[config.mk]
export PLATFORM = sky130hd
export DESIGN_NAME = mem_bus_arbiter
export DESIGN_NICKNAME = d
export VERILOG_FILES = /design/src/rtl/mem_bus_arbiter.sv
export SDC_FILE = /design/constraint.sdc
export NUM_CORES = 1
export LEC_CHECK = 0
export CAP_MARGIN = 20
export CORE_AREA = 2 2 107 109
export DETAILED_ROUTE_END_ITERATION = 10
export DIE_AREA = 0 0 109 111
export GPL_TIMING_DRIVEN = 0
export PLACE_DENSITY = 0.84
export RECOVER_POWER = 100
export SKIP_LAST_GASP = 1
export SLEW_MARGIN = 20
export SYNTH_ARGS = -nofsm -noshare
export SYNTH_HDL_FRONTEND = slang
export SYNTH_SLANG_ARGS = --single-unit
export TNS_END_PERCENT = 1
[constraint.sdc]
create_clock -name clk -period 11.8 [get_ports clk]
set_clock_uncertainty 0.15 [all_clocks]
set_input_delay 3.54 -clock clk [delete_from_list [all_inputs] [get_ports clk]]
set_output_delay 3.54 -clock clk [all_outputs]
set_load 0.02 [all_outputs]
[src/rtl/mem_bus_arbiter.sv]
// mem_bus_arbiter: shares one single-port synchronous memory between
// instruction fetch and LDR/STR data access, data first with a fairness bound.
// Ports:
//   clk, rst                 clock, async active-high reset
//   fetch_req/pc_addr        fetch request side; fetch_gnt/done/rdata back
//   data_req/addr/we/wdata   data request side; data_gnt/done/rdata back
//   busy                     high while an access is in ISSUE or WAIT
//   mem_en/we/addr/wdata     registered memory bus; mem_rdata returns MEM_LAT later
module mem_bus_arbiter #(
    parameter int ADDR_W     = 16,
    parameter int PC_W       = 8,
    parameter int DATA_W     = 32,
    parameter int MEM_LAT    = 1,
    parameter int FAIR_LIMIT = 4
) (
    input  logic              clk,
    input  logic              rst,
    input  logic              fetch_req,
    input  logic [PC_W-1:0]   pc_addr,
    output logic              fetch_gnt,
    output logic              fetch_done,
    output logic [DATA_W-1:0] fetch_rdata,
    input  logic              data_req,
    input  logic [ADDR_W-1:0] data_addr,
    input  logic              data_we,
    input  logic [DATA_W-1:0] data_wdata,
    output logic              data_gnt,
    output logic              data_done,
    output logic [DATA_W-1:0] data_rdata,
    output logic              busy,
    output logic              mem_en,
    output logic              mem_we,
    output logic [ADDR_W-1:0] mem_addr,
    output logic [DATA_W-1:0] mem_wdata,
    input  logic [DATA_W-1:0] mem_rdata
);

    localparam int LAT_W  = $clog2(MEM_LAT + 1);
    localparam int FAIR_W = (FAIR_LIMIT > 0) ? $clog2(FAIR_LIMIT + 1) : 1;
    localparam logic [LAT_W-1:0]  LAT_LAST = LAT_W'(MEM_LAT);
    localparam logic [FAIR_W-1:0] FAIR_MAX = FAIR_W'(FAIR_LIMIT);

    typedef enum logic [1:0] {IDLE, ISSUE, WAIT, DONE} state_t;

    state_t            state_q, state_d;
    logic [LAT_W-1:0]  lat_q, lat_d;
    logic [FAIR_W-1:0] fair_q, fair_d;
    logic              sel_data_q, sel_data_d;
    logic              we_q, we_d;
    logic [ADDR_W-1:0] addr_q, addr_d;
    logic [DATA_W-1:0] wdata_q, wdata_d;
    logic [DATA_W-1:0] frd_q, frd_d;
    logic [DATA_W-1:0] drd_q, drd_d;
    logic              arb;
    logic              pick_data;

    always_comb begin
        state_d    = state_q;
        lat_d      = lat_q;
        fair_d     = fair_q;
        sel_data_d = sel_data_q;
        we_d       = we_q;
        addr_d     = addr_q;
        wdata_d    = wdata_q;
        frd_d      = frd_q;
        drd_d      = drd_q;

        arb = ((state_q == IDLE) || (state_q == DONE)) && (fetch_req || data_req);

        // Fetch overtakes data only once data has won FAIR_LIMIT times in a row
        // against a waiting fetch.
        if (data_req && fetch_req)
            pick_data = !((FAIR_LIMIT > 0) && (fair_q == FAIR_MAX));
        else
            pick_data = data_req;

        unique case (state_q)
            IDLE, DONE: begin
                state_d = arb ? ISSUE : IDLE;
            end
            ISSUE: begin
                state_d = WAIT;
                lat_d   = LAT_W'(1);
            end
            WAIT: begin
                if (lat_q == LAT_LAST) begin
                    state_d = DONE;
                    if (!sel_data_q)
                        frd_d = mem_rdata;
                    else if (!we_q)
                        drd_d = mem_rdata;
                end else begin
                    lat_d = lat_q + LAT_W'(1);
                end
            end
        endcase

        if (arb) begin
            sel_data_d = pick_data;
            if (pick_data) begin
                addr_d  = data_addr;
                wdata_d = data_wdata;
                we_d    = data_we;
                if (!fetch_req)
                    fair_d = '0;
                else if (fair_q != FAIR_MAX)
                    fair_d = fair_q + FAIR_W'(1);
            end else begin
                addr_d = ADDR_W'(pc_addr);
                we_d   = 1'b0;
                fair_d = '0;
            end
        end
    end

    always_ff @(posedge clk or posedge rst) begin
        if (rst) begin
            state_q    <= IDLE;
            lat_q      <= '0;
            fair_q     <= '0;
            sel_data_q <= 1'b0;
            we_q       <= 1'b0;
            addr_q     <= '0;
            wdata_q    <= '0;
            frd_q      <= '0;
            drd_q      <= '0;
        end else begin
            state_q    <= state_d;
            lat_q      <= lat_d;
            fair_q     <= fair_d;
            sel_data_q <= sel_data_d;
            we_q       <= we_d;
            addr_q     <= addr_d;
            wdata_q    <= wdata_d;
            frd_q      <= frd_d;
            drd_q      <= drd_d;
        end
    end

    assign busy        = (state_q == ISSUE) || (state_q == WAIT);
    assign mem_en      = (state_q == ISSUE);
    assign mem_we      = (state_q == ISSUE) && we_q;
    assign mem_addr    = addr_q;
    assign mem_wdata   = wdata_q;
    assign fetch_gnt   = (state_q == ISSUE) && !sel_data_q;
    assign data_gnt    = (state_q == ISSUE) && sel_data_q;
    assign fetch_done  = (state_q == DONE) && !sel_data_q;
    assign data_done   = (state_q == DONE) && sel_data_q;
    assign fetch_rdata = frd_q;
    assign data_rdata  = drd_q;

endmodule
==> results_dict.tcl <==
set metrics [dict create \
    port_buffers 211 \
    synthCells 315 \
    synth_area_um2 4810 \
    hpwl_um 8560 \
    max_freq_mhz 162 \
    synth_top_family_by_area "multiplexers" \
    worstPathArrival_ns 2.48 \
    clkSinkCount 120 \
    crit_start "state_q[0]" \
    gp_congestion 0.735 \
    synthSimpleGateAreaFrac_pct 4.63 \
    slowest_stage "dlygate4sd3_1" \
    core_um2 11100 \
    cts-root-buf "clkbuf_16" \
    nFillCells 829 \
    synth_edf_count 0 \
    async_reset_ff_share_pct 100 \
    grt_pass1_vias 3718 \
    startpoint_type "register" \
    grt_usage_pct 20.3 \
    synth_area_leader_cell "dfrtp_1" \
    num_rows 39 \
    violations "capacitance limit, slew limit" \
    ys.flop_type "dfrtp_1" \
    hold_viol 0 \
    synthAdderAreaFrac_pct 1.30 \
    drive_above_1_share_pct 19.7 \
    setup_tns_ns 0 \
    cts_setup_buffers 0 \
    grt_max_degree 63 \
    drt_iter0_markers 99 \
    final.period_utilization_pct 52.3 \
    final_nets 644 \
    yosysWarningCount 0 \
    critPathKind "reg2out" \
    cpPeakStageDelay_ns 0.65 \
    path_cells "inv_1 -> ha_1 -> clkbuf_1 -> clkbuf_1 -> inv_1 -> dlygate4sd3_1" \
    htree_levels 4 \
    cts_hold_buf 0 \
    drcViolationCount 0 \
    cp_max_fo 10 \
    dieHeight_um 111 \
    first_pass_iters 4 \
    ys_seq_area_share_pct 62.5 \
    antenna_found_initial 0 \
    grt_first_pass_wirelength_um 18800 \
    irDropWorstVdd_v 0.000144 \
    wirelength_um 11500 \
    rsz0062_at_grt "no" \
    p_leak_uw 0.00325 \
    cts-resized-gates 0 \
    clk_latency_ns 0.40 \
    fin_crit_ns 6.17 \
    reg2reg_depth 7 \
    synth_top_area_share_pct 62.5 \
    start_util_pct 43.4 \
    ys_types 27 \
    avgSynthCellArea_um2 15.3 \
    via_count 3441 \
    hold_path_class "reg2reg" \
    r2r_start "state_q[0]" \
    synth_compound_area_share_pct 3.96 \
    synth.net_count 413 \
    hold_start "mem_wdata[4]" \
    dieArea_um2 12100 \
    numCtsBuffers 17 \
    syn_to_final_growth_pct 57.1 \
    timing.rr.end "mem_wdata[21]" \
    drt-wirelength-per-cell_um 16.3 \
    cts_tree "yes" \
    status "finished with violations" \
    ant_nets 0 \
    path_clk_slew_ns 0.06 \
    clock_path_buffers 2 \
    dpl_cell_area_um2 7130 \
    final_area_um2 7560 \
    yosys-top-cells-area "dfrtp_1 62%, mux2_2 16%, mux2_4 9.1%, a22o_1 1.6%, nand2_1 1.6%" \
    ioPinCount 212 \
    overflow 0 \
    required_ns 8.11 \
    end_kind "output pin" \
    viasPerCell 4.90 \
    die_w_um 109 \
    synth_seq_cells 120 \
    synth_xor_area_share_pct 0.182 \
    muxShareOfSynthArea_pct 24.7 \
    finalSetupViolCount 0 \
    cap_violations 1 \
    antennaDiodeCount 0 \
    hold_depth 1 \
    worst_pin_slew_ns 2.63 \
    slew_headroom_pct -76.1 \
    slew_viol_final 59 \
    rrSetupSlack_ns 9.15 \
    power.density_nw_per_um2 306 \
    hold-path-endpoint "mem_wdata[4]" \
]
[stage by stage]
step / power, uW / util, % / hold WS, ns / instances / setup WS [ns]
2_1_floorplan: 1450 / - / 0.321 / 315 / 4.92
3_3_place_gp: 1970 / 64.1 / 0.332 / 669 / 3.43
3_5_place_dp: 2010 / 64.4 / 0.338 / 670 / 6.14
4_1_cts: 2510 / 69.5 / 0.351 / 702 / 5.67
5_1_grt: 2450 / 68.2 / 0.359 / 702 / 5.47
6_report: 2310 / 68.2 / 0.331 / 702 / 5.63
[area by class of cell]
cell class              count  area, um2  area share, %
flip-flops and latches    120       3000           39.7
well taps                 143        179           2.37
clock inverters            13        123           1.62
clock buffers              19        443           5.86
plain buffers              18       76.3           1.01
repair buffers            212       2140           28.3
inverters                   6       23.8          0.315
multi-input cells         171       1570           20.8
[report_power, final]
group          internal, uW  switching [uW]  total, uW
sequential              623             102        725
combinational           534             568       1100
clock                   297             186        483
[how the worst max path moves through the flow]
stage	end	depth (start not counted)
after floorplan	data_rdata[0]	1
after CTS	busy	6
after global routing	busy	6
final	busy	6
after global placement	mem_wdata[1]	2
after detailed placement	busy	6
[Yosys cell counts (all sizes together) (2+ instances only)]
library cell,instances
dfrtp,120
mux2,96
nand2,20
buf,13
a22o,9
nand4,8
o211ai,8
inv,6
clkbuf,5
ha,5
and2,4
nor2,4
a21oi,2
nand2b,2
nand3,2
nor2b,2
[critical path: cells and delay by family, from the launching register on]
family                   cells  cell delay, ns
flip-flops                   1            0.40
buffers and inverters        5            1.40
adder cells (fa/ha/maj)      1            0.27
[sequential cells by signal (all words and copies together), names as in the netlist]
signal / count
fetch_rdata: 32
fair_q: 3
lat_q: 1
mem_addr: 16
we_q: 1
sel_data_q: 1
state_q: 2
mem_wdata: 32
data_rdata: 32
[metal layers]
| layer | GRT usage, % | part of all wire, % | vias to the layer above |
|---|---|---|---|
| met5 | 0 | 0 | - |
| met4 | 6.50 | 1.3 | 0 |
| met3 | 5.94 | 6.6 | 13 |
| met2 | 35.6 | 53 | 132 |
| met1 | 23.5 | 39 | 1716 |
| li1 | - | - | 1580 |
[layout by cell type, fill, tap and decap left out, drive strengths merged, types with 4 or more instances in the layout]
master,synthesis,final
o211ai,8,8
and2,4,4
nor2,4,4
a22o,9,9
mux2,96,96
ha,5,5
nand2,20,20
clkinv,0,5
buf,13,8
dfrtp,120,120
clkbuf,5,30
inv,6,8
clkinvlp,0,5
nand4,8,8
dlygate4sd3,0,154
clkdlybuf4s50,0,57
[cell families after synthesis]
logic type | Yosys count
AO/OA/AOI/OAI | 24
XOR/XNOR | 1
adder cells (fa/ha/maj) | 5
buffers and inverters | 24
flip-flops | 120
multiplexers | 96
AND/OR/NAND/NOR | 45
(Power assumes the default switching activity.)
